## config.mk

```make
export PLATFORM = sky130hd
export DESIGN_NAME = instr_fetch_ctrl
export DESIGN_NICKNAME = d
export VERILOG_FILES = /design/src/rtl/fetch_pkg.sv /design/src/rtl/fetch_pc_reg.sv /design/src/rtl/instr_fetch_ctrl.sv
export SDC_FILE = /design/constraint.sdc
export NUM_CORES = 1
export LEC_CHECK = 0
export ABC_AREA = 0
export BUFFER_PORTS_ARGS = -buffer_cell sky130_fd_sc_hd__buf_4
export CORE_MARGIN = 2
export CORE_UTILIZATION = 39
export DETAILED_ROUTE_END_ITERATION = 7
export PLACE_DENSITY = 0.71
export REMOVE_ABC_BUFFERS = 1
export SLEW_MARGIN = 15
export SYNTH_ARGS = -nofsm -noshare
export SYNTH_HDL_FRONTEND = slang
export SYNTH_SLANG_ARGS = --single-unit
```

## constraint.sdc

```tcl
create_clock -name clk -period 1.9 [get_ports clk]
set_input_delay 0.285 -clock clk [delete_from_list [all_inputs] [get_ports clk]]
set_output_delay 0.285 -clock clk [all_outputs]
set_load 0.005 [all_outputs]
```

## src/rtl/fetch_pkg.sv

```systemverilog
// Shared definitions for the instruction fetch sequencer: FSM state encoding
// and default geometry of the 64 x 64-bit instruction memory.
package fetch_pkg;

    localparam int unsigned DEF_ADDR_W   = 6;
    localparam int unsigned DEF_DATA_W   = 64;
    localparam int unsigned DEF_RESET_PC = 0;

    typedef enum logic [1:0] {
        IDLE  = 2'd0,
        RUN   = 2'd1,
        DRAIN = 2'd2
    } fetch_state_t;

endpackage

```

## src/rtl/fetch_pc_reg.sv

```systemverilog
// Program counter: redirect load, fetch increment with natural wrap, and a
// registered one-cycle pulse when an increment carries the PC from max to 0.
module fetch_pc_reg #(
    parameter int unsigned ADDR_W   = 6,
    parameter int unsigned RESET_PC = 0
) (
    input  logic              clk,
    input  logic              rst_n,
    input  logic              i_load,
    input  logic [ADDR_W-1:0] i_load_addr,
    input  logic              i_inc,
    output logic [ADDR_W-1:0] o_pc,
    output logic              o_wrap_pulse
);

    logic [ADDR_W-1:0] r_pc;
    logic              r_wrap;

    // A load never pulses, even when it targets address 0.
    always_ff @(posedge clk or negedge rst_n) begin
        if (!rst_n) begin
            r_pc   <= ADDR_W'(RESET_PC);
            r_wrap <= 1'b0;
        end else begin
            r_wrap <= 1'b0;
            if (i_load) begin
                r_pc <= i_load_addr;
            end else if (i_inc) begin
                r_pc   <= r_pc + ADDR_W'(1);
                r_wrap <= (r_pc == '1);
            end
        end
    end

    assign o_pc         = r_pc;
    assign o_wrap_pulse = r_wrap;

endmodule

```

## src/rtl/instr_fetch_ctrl.sv

```systemverilog
// Instruction fetch sequencer: IDLE/RUN/DRAIN FSM, one-entry registered output
// stage with valid/ready, branch flush. INSTR_FETCH_COUNT_EN enables fetch_count.
module instr_fetch_ctrl
    import fetch_pkg::*;
#(
    parameter int unsigned ADDR_W   = DEF_ADDR_W,
    parameter int unsigned DATA_W   = DEF_DATA_W,
    parameter int unsigned RESET_PC = DEF_RESET_PC
) (
    input  logic              clk,
    input  logic              rst_n,
    input  logic              start,
    input  logic              halt_req,
    input  logic              redirect_valid,
    input  logic [ADDR_W-1:0] redirect_addr,
    output logic [ADDR_W-1:0] mem_addr,
    input  logic [DATA_W-1:0] mem_data,
    output logic              out_valid,
    input  logic              out_ready,
    output logic [DATA_W-1:0] out_instr,
    output logic [ADDR_W-1:0] out_pc,
    output logic              busy,
    output logic              wrap_pulse,
    output logic [31:0]       fetch_count
);

    fetch_state_t      r_state;
    fetch_state_t      w_state_nxt;
    logic              w_advance;
    logic              w_accept;
    logic              w_fetch;
    logic              w_load;
    logic              w_flush;
    logic [ADDR_W-1:0] w_pc;
    logic              r_out_valid;
    logic [DATA_W-1:0] r_out_instr;
    logic [ADDR_W-1:0] r_out_pc;

    assign w_accept  = r_out_valid && out_ready;
    assign w_advance = !r_out_valid || out_ready;

    always_ff @(posedge clk or negedge rst_n) begin
        if (!rst_n) begin
            r_state <= IDLE;
        end else begin
            r_state <= w_state_nxt;
        end
    end

    always_comb begin
        w_state_nxt = r_state;
        w_fetch     = 1'b0;
        w_load      = 1'b0;
        w_flush     = 1'b0;
        case (r_state)
            IDLE: begin
                w_load = redirect_valid;
                if (start && !halt_req) begin
                    w_state_nxt = RUN;
                end
            end
            RUN: begin
                if (redirect_valid) begin
                    w_load  = 1'b1;
                    w_flush = 1'b1;
                end else if (halt_req) begin
                    w_state_nxt = DRAIN;
                end else if (w_advance) begin
                    w_fetch = 1'b1;
                end
            end
            DRAIN: begin
                if (redirect_valid) begin
                    w_load      = 1'b1;
                    w_flush     = 1'b1;
                    w_state_nxt = IDLE;
                end else if (w_advance) begin
                    w_flush     = 1'b1;
                    w_state_nxt = IDLE;
                end
            end
            default: w_state_nxt = IDLE;
        endcase
    end

    fetch_pc_reg #(
        .ADDR_W   (ADDR_W),
        .RESET_PC (RESET_PC)
    ) u_pc (
        .clk          (clk),
        .rst_n        (rst_n),
        .i_load       (w_load),
        .i_load_addr  (redirect_addr),
        .i_inc        (w_fetch),
        .o_pc         (w_pc),
        .o_wrap_pulse (wrap_pulse)
    );

    // An accepted word without a refill (e.g. on the halt edge) must also empty the stage.
    always_ff @(posedge clk or negedge rst_n) begin
        if (!rst_n) begin
            r_out_valid <= 1'b0;
            r_out_instr <= '0;
            r_out_pc    <= '0;
        end else if (w_fetch) begin
            r_out_valid <= 1'b1;
            r_out_instr <= mem_data;
            r_out_pc    <= w_pc;
        end else if (w_flush || w_accept) begin
            r_out_valid <= 1'b0;
        end
    end

`ifdef INSTR_FETCH_COUNT_EN
    logic [31:0] r_fetch_count;

    // A redirect discards the in-flight word, so that handshake is not counted.
    always_ff @(posedge clk or negedge rst_n) begin
        if (!rst_n) begin
            r_fetch_count <= '0;
        end else if (w_accept && !redirect_valid) begin
            r_fetch_count <= r_fetch_count + 32'd1;
        end
    end

    assign fetch_count = r_fetch_count;
`else
    assign fetch_count = '0;
`endif

    assign mem_addr  = w_pc;
    assign out_valid = r_out_valid;
    assign out_instr = r_out_instr;
    assign out_pc    = r_out_pc;
    assign busy      = (r_state != IDLE);

endmodule

```

# Word-level counts from Yosys, hierarchy flattened
# Cells that the tools add are included.
[op_classes] addsub=1 eq_ne=7 mux=20 reduce_logical=12
[ops] cell="6-bit 2-to-1 mux" n=2
[ops] cell="1-bit 2-to-1 mux" n=10
[ops] cell="2-bit 2-to-1 mux" n=5
[ops] cell="6-bit by 1-bit adder with 6-bit output, second input constant" n=1
[ops] cell="6-bit == test, second input constant" n=1
[ops] cell="2-bit != test, second input constant" n=3
[ops] cell="2-bit one-hot mux with 3 select lines" n=1
[ops] cell="2-bit nonzero test" n=3
[ops] cell="1-bit one-hot mux with 2 select lines" n=2
[ops] cell="4-bit AND reduction" n=1
[ops] cell="3-bit != test, second input constant" n=1
[ops] cell="2-bit by 1-bit == test with 1-bit output, second input constant" n=1
[ops] cell="2-bit == test, second input constant" n=1
[ops] cell="1-bit logical AND" n=2
[ops] cell="1-bit logical NOT" n=2
[ops] cell="2-bit logical NOT" n=1
[ops] cell="1-bit logical OR" n=2
[ops] cell="2-bit OR reduction" n=1
[totals] regBits=80 output_inout_bits=111 elab_cells=46

# Logic depth before layout (Yosys ltp)
# Gate-level depths: netlist of the first run.
[depth] word_depth=8 ltp_mapped=8 mapped_depth_nobuf=6

# Hierarchy
# From an unflattened synthesis of the first run, not the netlist that was laid out.
[hier_totals] hier_cells=244 area_unflattened_um2=3823.7
[by_module_without_submodules] mod="instr_fetch_ctrl" instances=1 cells_per_inst=207 area_per_inst_um2=3467.1 seq_area_each_um2=1826.8
[by_module_without_submodules] mod="fetch_pc_reg" instances=1 cells_per_inst=37 area_per_inst_um2=356.6 seq_area_each_um2=175.2

# Least setup slack after synthesis of the first run
# Ideal clock, no wire load.
[synth_path] path_kind="register to register" start="register r_state[1]" end="register r_out_instr[0] (netlist: out_instr[0])" arrival_ns=1.487 required_ns=1.775 setup_slack_ns=0.288 stages_incl_launch_ff=8 path_buffers=3 cell_sequence="dfrtp_1 > inv_1 > ha_1 > buf_2 > nand3_2 > buf_6 > buf_2 > mux2_2"
[synth_via] elab_chain_len=2
[synth_lines] element="start, declared" line_no="instr_fetch_ctrl.sv:27" source="fetch_state_t r_state;"
[synth_lines] element="start signal, assigned" line_no="instr_fetch_ctrl.sv:46" source="r_state <= w_state_nxt;"
[synth_lines] element="2-bit by 1-bit == test with 1-bit output" line_no="instr_fetch_ctrl.sv:55" source="case (r_state)"
[synth_lines] element="1-bit 2-to-1 mux" line_no="instr_fetch_ctrl.sv:55"
[synth_lines] element="end signal, assigned" line_no="instr_fetch_ctrl.sv:107" source="r_out_instr <= mem_data;"
[synth_lines] element="end, declared" line_no="instr_fetch_ctrl.sv:36" source="logic [DATA_W-1:0] r_out_instr;"
# Every way passes these cells.
# A chain may end at the register's enable or synchronous reset.

# Worst setup path in the final report of the first run
[layout_path] start="register r_state[1]" end="register r_state[1]"
[layout_via] elab_chain_len=3 word_cells_on_any_way=9 classes_between="eq/ne: 6; mux: 1; reduce/logical: 2"
[layout_lines] element="2-bit == test, or another cell as far along" line_no="instr_fetch_ctrl.sv:55"
[layout_lines] element="3-bit != test (no source line) / 2-bit != test (equally long branches)"
[layout_lines] element="4-bit AND reduction (no source line)"
# Several ways; a longest one is shown, not always the timed one.

==> flow_summary.json, run 1 <==
{
  "yosys_warnings": 0,
  "synth_common_cells": "80 x dfrtp_1, 70 x mux2_2, 32 x buf_4",
  "period_share_pct": 88.32,
  "grt_antenna_before_repair": 0,
  "crit_required_ns": 2.12,
  "wl_per_cell_um": 13.67,
  "clock_sink_count": 80,
  "routabilityCongestion": 0.8075,
  "detailroute.wirelength.met3_um": 677,
  "grt_max_degree": 45,
  "crit_arrival_ns": 1.90,
  "port_buffers": 154,
  "antenna_cells": 0,
  "final_nets": 497,
  "min_period_ns": 1.678,
  "status": "completed",
  "min_from": "redirect_addr[3]",
  "cts_setup_buffers": 0,
  "worst_hold_slack_ns": 0.1587,
  "cts.htree.levels": 3,
  "worstPathMaxFanout": 6,
  "synth_top_area_share_pct": 57.53,
  "topRoutingLayerUsed": "met4",
  "initial_core_util_pct": 40.10,
  "setup_viol": 0,
  "gr-usage-all-layers_pct": 15.29,
  "hp-class": "primary input to flip-flop",
  "startpoint": "r_state[1]",
  "crit_type": "flip-flop to flip-flop",
  "synth_top_cell_by_area": "dfrtp_1",
  "dr_total_vias": 2451,
  "path_buf_inv": 2,
  "clk_pin_slew_ns": 0.08,
  "cp-start-kind": "flip-flop",
  "drv_slew": 0,
  "root_buffer": "clkbuf_8",
  "cts_buffer_depth": 2,
  "drcViolationCount": 0,
  "coreArea_um2": 8678,
  "syn2layout_area_growth_pct": 39.99,
  "wirelength_mm": 7.202,
  "avgSynthCellArea_um2": 13.65,
  "setup_slack_ns": 0.2219,
  "nFillCells": 746,
  "cp_top_family": "flip-flops",
  "pin_count": 187,
  "synth_most_common_cell": "dfrtp_1",
  "synthTopCellsByArea": "dfrtp_1 58%, mux2_2 23%, buf_4 6.9%",
  "met1_length_mm": 2.868,
  "cp-end-kind": "flip-flop",
  "grt_first_pass_wirelength_mm": 12.03,
  "first_pass_iters": 3,
  "hold_viol": 0,
  "cellLeakagePower_nw": 2.435,
  "slowest_delay_ns": 0.42,
  "clkLatencyLatePin_ns": 0.33,
  "yosysUniqueCellTypes": 32,
  "via_per_inst": 4.651,
  "cts_resized": 0,
  "vdd_drop_max_uv": 632.4,
  "synthesis.area_um2": 3480,
  "power_mw": 6.765,
  "initialDrtViolationCount": 34,
  "die_w_um": 98.46,
  "fmax_ghz": 0.5959,
  "yosysSeqAreaShare_pct": 57.53,
  "ff_latch_area_um2": 2002,
  "die_y_um": 98.46,
  "maxCapViolCount": 0,
  "die_area_um2": 9693,
  "synthCells": 255,
  "numCtsBuffers": 9,
  "row_count": 34,
  "synth_edf_count": 0,
  "met2_wirelength_mm": 3.582,
  "dp_hpwl_mm": 5.473,
  "final_layout_size_suffix_gt1_share_pct": 58.47,
  "grt_pass1_vias": 2540,
  "r2r_start": "r_state[1]",
  "post-place-ws_ns": 0.2188,
  "ys_seq_elements": 80,
  "drtAntennaViolNets": 0,
  "cts_tree": "done",
  "rsz0062_at_grt": "false",
  "powerDensity_nw_per_um2": 1389,
  "ys.flop_type": "dfrtp_1",
  "finalClockSkew_ns": 0.008989,
  "grt_overflow": 0,
  "worst_path_max_delay_cell": "dfrtp_1",
  "cp_cell_sequence": "inv_1 -> ha_1 -> buf_4 -> a21oi_1 -> o21ai_0 -> mux2_2",
  "ys_async_sr_fraction_pct": 100.0,
  "multi_input_comb_area_um2": 1291
}
-- logic make-up after synthesis --
family                   after synthesis  share of synthesized area [%]
multiplexers                          70                          22.65
buffers and inverters                 46                          8.917
other                                  1                         0.1078
AND/OR/NAND/NOR                       36                          5.825
XOR/XNOR                               2                         0.5035
AO/OA/AOI/OAI                         14                          2.301
flip-flops                            80                          57.53
adder cells (fa/ha/maj)                6                          2.157
-- metrics by stage --
stage          instances  area [µm²]  TNS (ns)  util, %
2_1_floorplan        244        3301    -45.50        -
3_3_place_gp         511        4674         0    53.86
3_5_place_dp         511        4674         0    53.86
4_1_cts              527        4871         0    56.13
5_1_grt              527        4871         0    56.13
6_report             527        4871         0    56.13
-- flip-flops by register name, summed over array words and instances (netlist names) --
signal	flops
u_pc.o_pc	6
u_pc.o_wrap_pulse	1
out_instr	64
r_state	2
out_valid	1
out_pc	6
-- placed cells by master, fill, tap and decap left out, types with 2 or more instances in the layout --
cell / instances
clkbuf_8: 9
dfrtp_1: 80
nand2b_1: 4
o21ai_0: 5
buf_12: 3
clkinvlp_4: 2
nor2b_1: 2
inv_1: 4
a31oi_1: 2
nand2_1: 11
a21oi_1: 4
buf_4: 156
nand4_1: 3
nand3_1: 3
o211ai_1: 2
mux2_2: 70
nor2_1: 3
conb_1: 32
ha_1: 6
-- worst register-to-register path: cells and delay by family, from the launching register on --
kind	cells	cell delay, ns
AO/OA/AOI/OAI	2	0.21
flip-flops	1	0.42
buffers and inverters	2	0.29
adder cells (fa/ha/maj)	1	0.30
multiplexers	1	0.35
-- path summary, 6_finish.rpt --
kind	end	slack (ns)	cells past startpoint
worst max-delay path	r_state[1]	0.22	6
worst min-delay path	u_pc.o_pc[3]	0.16	3
worst max register to register	r_state[1]	0.22	6
worst min register to register	out_pc[0]	0.50	2
max in group asynchronous	out_pc[0]	0.98	3
min in group asynchronous	out_instr[31]	0.35	2
-- report_power, final --
part           internal, mW  switching [mW]
clock                 0.600           0.578
sequential             2.50           0.439
combinational          1.75           0.897
total                  4.85            1.91
-- layer usage --
layer  track usage (%)  vias to the layer above
li1                  -                     1129
met1             18.71                     1189
met2             26.01                      124
met3             4.752                        9
met4             4.742                        0
met5                 0                        -
-- final cells by class --
type,count,area share [%]
Sequential cell,80,41.10
Multi-Input combinational cell,160,26.51
Timing Repair Buffer,160,25.48
Tap cell,108,2.774
Clock buffer,10,2.620
Clock inverter,5,1.207
Inverter,4,0.3082
-- repair_timing --
| action | 4_1_cts | 5_1_grt |
|---|---|---|
| hold buffers | 1 | 0 |
| endpoints found under the setup margin | 0 | 0 |
| endpoints found under the hold margin | 13 | 0 |
(Power assumes the default switching activity.)
==> run 2, diff against run 1 <==
--- a/config.mk
+++ b/config.mk
@@ -7,6 +7,7 @@
 export LEC_CHECK = 0
 export ABC_AREA = 0
 export BUFFER_PORTS_ARGS = -buffer_cell sky130_fd_sc_hd__buf_4
+export CORE_ASPECT_RATIO = 0.9
 export CORE_MARGIN = 2
 export CORE_UTILIZATION = 39
 export DETAILED_ROUTE_END_ITERATION = 7
==> constraint.sdc (replaced) <==
create_clock -name clk -period 1.9 [get_ports clk]
set_input_delay 0.095 -clock clk [delete_from_list [all_inputs] [get_ports clk]]
set_output_delay 0.095 -clock clk [all_outputs]
set_load 0.005 [all_outputs]
==> run 2 against run 1 <==
Via count rose by 10%. Highest routed layer unchanged. Cell area increased by 16%. Sequential share of layout area fell by 5.5 points.
==> flow_summary.json, run 2 (synthesized netlist as in run 1, its figures left out) <==
{
  "cts_tree": "done",
  "worst_path_max_delay_cell": "dfrtp_1",
  "final_common_cell": "buf_4",
  "detailroute.wirelength.met3_um": 666,
  "root_buffer": "clkbuf_8",
  "rsz0062_at_grt": "false",
  "drv_slew": 0,
  "power_mw": 7.274,
  "final_nets": 566,
  "cts.htree.levels": 3,
  "final_cell_mix": "157 x buf_4, 80 x dfrtp_1, 70 x mux2_2, 69 x dlygate4sd3_1, 32 x conb_1",
  "cp_top_family": "simple AND/OR/NAND/NOR gates",
  "wirelength_mm": 8.659,
  "cts_buffer_depth": 2,
  "wl_per_cell_um": 14.24,
  "crit_required_ns": 2.11,
  "drcViolationCount": 0,
  "clk_pin_slew_ns": 0.08,
  "setup_viol": 0,
  "crit_arrival_ns": 1.86,
  "path_buf_inv": 1,
  "placed_cells": 523,
  "met2_wirelength_mm": 4.444,
  "clock_sink_count": 80,
  "final_layout_size_suffix_gt1_share_pct": 50.72,
  "grt_max_degree": 39,
  "gr-usage-all-layers_pct": 18.26,
  "drtAntennaViolNets": 0,
  "grt_antenna_before_repair": 0,
  "maxCapViolCount": 0,
  "die_w_um": 103.6,
  "initial_core_util_pct": 40.42,
  "grt_overflow": 0,
  "fin_setup_tns_ns": 0,
  "topRoutingLayerUsed": "met4",
  "first_pass_iters": 4,
  "slowest_delay_ns": 0.41,
  "powerDensity_nw_per_um2": 1292,
  "cp-start-kind": "flip-flop",
  "syn2layout_area_growth_pct": 61.81,
  "pin_count": 187,
  "status": "completed",
  "hp-class": "primary input to flip-flop",
  "largest_reg_flops": 64,
  "worstPathMaxFanout": 4,
  "hold_viol": 0,
  "cts_setup_buffers": 0,
  "period_share_pct": 86.62,
  "die_y_um": 93.61,
  "coreArea_um2": 8608,
  "dp_hpwl_mm": 5.646,
  "antenna_cells": 0,
  "cp_cell_sequence": "inv_1 -> ha_1 -> nor4bb_1 -> and4_1 -> xnor2_1 -> o21ai_0",
  "crit_type": "flip-flop to flip-flop",
  "vdd_drop_max_uv": 742.6,
  "grt_pass1_vias": 2873,
  "grt_first_pass_wirelength_mm": 14.08,
  "post-place-ws_ns": 0.2682,
  "cp-end-kind": "flip-flop",
  "routabilityCongestion": 0.7620,
  "row_count": 32,
  "setup_slack_ns": 0.2542,
  "cellLeakagePower_nw": 2.755,
  "finalClockSkew_ns": 0.004839,
  "layout.cells.non_filler": 608,
  "met1_length_mm": 3.411,
  "clkLatencyLatePin_ns": 0.34,
  "die_area_um2": 9695,
  "min_period_ns": 1.646,
  "fmax_ghz": 0.6076,
  "port_buffers": 154,
  "initialDrtViolationCount": 69,
  "nFillCells": 640,
  "dr_total_vias": 2704,
  "via_per_inst": 4.447,
  "numCtsBuffers": 9
}
## run 2: cell types whose count changed in the layout (fill, tap and decap cells not counted), sizes merged
cell / before / now
dlygate4sd3: 1 / 69
bufinv: 1 / 3
buf: 159 / 160
clkbuf: 10 / 9
clkinv: 2 / 3
clkinvlp: 2 / 1
## run 2: report_power, final
part           total, mW  switching [mW]  internal, mW
sequential          2.96           0.459          2.50
combinational       2.81           0.959          1.85
clock               1.51           0.637         0.875
total               7.27            2.05          5.22
## run 2: through the flow
| stage | cell area (µm²) | utilization (%) | hold WS, ns |
|---|---|---|---|
| after detailed placement | 4696 | 54.55 | -0.03876 |
| after CTS | 5630 | 65.41 | 0.006427 |
| after global routing | 5630 | 65.41 | 0.0004198 |
| after floorplan | 3301 | - | -0.2006 |
| after global placement | 4696 | 54.55 | -0.03789 |
| final | 5630 | 65.41 | 0.02356 |
## run 2: layout make-up
class                   instances  area, µm²  share of cell area, %
multi-input cells             160       1291                  22.93
inverters                       4      15.01                 0.2667
well taps                     119      148.9                  2.644
clock inverters                 7      120.1                  2.133
clock buffers                   9      123.9                  2.200
repair buffers                229       1929                  34.27
flip-flops and latches         80       2002                  35.56
## run 2: final timing paths
check	from	end	slack, ns	cells past startpoint
min in group asynchronous	rst_n	u_pc.o_pc[5]	0.13	2
max in group asynchronous	rst_n	out_instr[32]	1.13	3
worst max-delay path	r_state[1]	u_pc.o_pc[3]	0.25	6
worst min-delay path	redirect_addr[5]	u_pc.o_pc[5]	0.02	3
worst max register to register	r_state[1]	u_pc.o_pc[3]	0.25	6
worst min register to register	out_pc[0]	out_pc[0]	0.49	2
## run 2: layer usage
layer	up-vias	global-route usage (%)
met1	1300	20.87
met5	-	0
li1	1276	-
met4	0	5.968
met2	115	32.45
met3	13	6.202
## run 2: timing repair
| action | 4_1_cts | 5_1_grt |
|---|---|---|
| hold endpoints to repair | 148 | 0 |
| setup endpoints to repair | 0 | 0 |
| resized for setup | 0 | 0 |
| hold buffers | 69 | 0 |
## run 2: tightest hold or removal path: cells and delay by family
family	cells	cell delay (ns)
AO/OA/AOI/OAI	2	0.16
buffers and inverters	1	0.08
==> run 3, diff against run 2 <==
--- a/config.mk
+++ b/config.mk
@@ -11,8 +11,7 @@
 export CORE_MARGIN = 2
 export CORE_UTILIZATION = 39
 export DETAILED_ROUTE_END_ITERATION = 7
-export PLACE_DENSITY = 0.71
-export REMOVE_ABC_BUFFERS = 1
+export PLACE_DENSITY_LB_ADDON = 0.1
 export SLEW_MARGIN = 15
 export SYNTH_ARGS = -nofsm -noshare
 export SYNTH_HDL_FRONTEND = slang
==> constraint.sdc (replaced) <==
create_clock -name clk -period 2.1 [get_ports clk]
set_input_delay 0.105 -clock clk [delete_from_list [all_inputs] [get_ports clk]]
set_output_delay 0.105 -clock clk [all_outputs]
set_load 0.005 [all_outputs]
==> run 3 against run 2 <==
Sequential power fell by 10%. Clock skew rose by 0.0065 ns. Non-clock buffer count fell by 3. Critical endpoint unchanged. Flip-flop and latch count did not move. Total power fell by 14%.
==> flow_summary.json, run 3 (synthesized netlist as in run 1, its figures left out) <==
{
  "pin_count": 187,
  "cp-start-kind": "flip-flop",
  "grt_pass1_vias": 2749,
  "hp-class": "primary input to flip-flop",
  "gr-usage-all-layers_pct": 16.66,
  "min_period_ns": 1.816,
  "final_cell_mix": "154 x buf_4, 80 x dfrtp_1, 70 x mux2_2, 69 x dlygate4sd3_1, 32 x conb_1",
  "clkLatencyLatePin_ns": 0.34,
  "grt_antenna_before_repair": 0,
  "final_nets": 563,
  "r2r_cells": 6,
  "cp_num_cells": 6,
  "min_from": "out_ready",
  "coreArea_um2": 8608,
  "wl_per_cell_um": 13.22,
  "crit_type": "flip-flop to flip-flop",
  "setup_slack_ns": 0.2837,
  "grt_max_degree": 47,
  "final_layout_size_suffix_gt1_share_pct": 50.00,
  "post-place-ws_ns": 0.2952,
  "initial_core_util_pct": 40.42,
  "grt_first_pass_wirelength_mm": 12.92,
  "setup_viol": 0,
  "finalClockSkew_ns": 0.01133,
  "r2r_start": "r_state[1]",
  "largest_reg_flops": 64,
  "die_y_um": 93.61,
  "status": "completed",
  "drtAntennaViolNets": 0,
  "slowest_delay_ns": 0.41,
  "fin_setup_tns_ns": 0,
  "antenna_cells": 0,
  "crit_required_ns": 2.30,
  "syn2layout_area_growth_pct": 59.58,
  "fmax_ghz": 0.5506,
  "vdd_drop_max_uv": 672.2,
  "numCtsBuffers": 9,
  "port_buffers": 154,
  "grt_overflow": 0,
  "maxCapViolCount": 0,
  "cts.htree.levels": 3,
  "final_common_cell": "buf_4",
  "clock_sink_count": 80,
  "wirelength_mm": 8.001,
  "worst_path_max_delay_cell": "dfrtp_1",
  "dp_hpwl_mm": 5.394,
  "cellLeakagePower_nw": 2.707,
  "drcViolationCount": 0,
  "cts_buffer_depth": 2,
  "worstPathMaxFanout": 9,
  "hold_viol": 0,
  "clk_pin_slew_ns": 0.08,
  "rsz0062_at_grt": "false",
  "cts_tree": "done",
  "initialDrtViolationCount": 47,
  "path_buf_inv": 1,
  "min_path_cells": 4,
  "die_w_um": 103.6,
  "powerDensity_nw_per_um2": 1125,
  "routabilityCongestion": 0.8099,
  "crit_arrival_ns": 2.02,
  "row_count": 32,
  "first_pass_iters": 4,
  "die_area_um2": 9695,
  "cp_cell_sequence": "inv_1 -> ha_1 -> nor4bb_1 -> and4_1 -> xnor2_1 -> o21ai_0",
  "startpoint": "r_state[1]",
  "root_buffer": "clkbuf_8",
  "cp_top_family": "simple AND/OR/NAND/NOR gates",
  "cp-end-kind": "flip-flop",
  "drv_slew": 0,
  "period_share_pct": 86.49,
  "via_per_inst": 4.345,
  "dr_total_vias": 2629
}
run 3: cell count changes in the layout (fill, tap and decap cells not counted), sizes merged:
cell      delta
clkbuf       +2
clkinvlp     +2
buf          -3
bufinv       -2
clkinv       -2
run 3: final cells by class:
class                           instances  area (µm²)
Clock buffer                           11       131.4
Sequential cell                        80        2002
Timing Repair Buffer                  226        1907
Multi-Input combinational cell        160        1291
Inverter                                4       15.01
Fill cell                             678        3055
Tap cell                              119       148.9
Clock inverter                          5       57.56
run 3: worst min-delay path, stage by stage:
cell and delay, ns:
buf_4 0.08, nor2b_1 0.04, nand2_1 0.05, nand2_1 0.05
run 3: path summary, 6_finish.rpt:
kind	slack, ns	to
worst max-delay path	0.28	u_pc.o_pc[3]
worst min-delay path	0.02	out_valid
worst max register to register	0.28	u_pc.o_pc[3]
worst min register to register	0.50	out_pc[0]
max in group asynchronous	1.23	out_instr[2]
min in group asynchronous	0.26	out_instr[62]
run 3: timing repair:
action / in CTS / in global routing
setup buffers: 0 / 0
hold buffers: 69 / 0
endpoints found under the hold margin: 102 / 0
resized for setup: 0 / 0
run 3: layer usage:
metal / global-route usage (%) / part of all wire, %
met5: 0 / 0
met1: 19.80 / 41
met3: 6.969 / 8.8
met4: 4.730 / 0.94
met2: 27.98 / 49
run 3: through the flow:
step | power (mW) | util (%) | instance area (µm²) | hold WS [ns] | std cells
detailed placement | 5.104 | 54.29 | 4673 | 0.09442 | 520
global route | 6.663 | 64.51 | 5553 | 0.02885 | 605
CTS | 6.318 | 64.51 | 5553 | 0.005362 | 605
finish | 6.245 | 64.51 | 5553 | 0.01714 | 605
floorplan | 3.660 | - | 3596 | -0.1906 | 286
global placement | 5.038 | 54.29 | 4673 | 0.09438 | 520
run 3: power by group:
group          internal [mW]  switching (mW)  total [mW]  leakage (nW)
logic                   1.66           0.844        2.50          1.65
registers               2.26           0.399        2.66         0.969
clock network          0.548           0.536        1.08        0.0856
total                   4.47            1.78        6.24          2.71
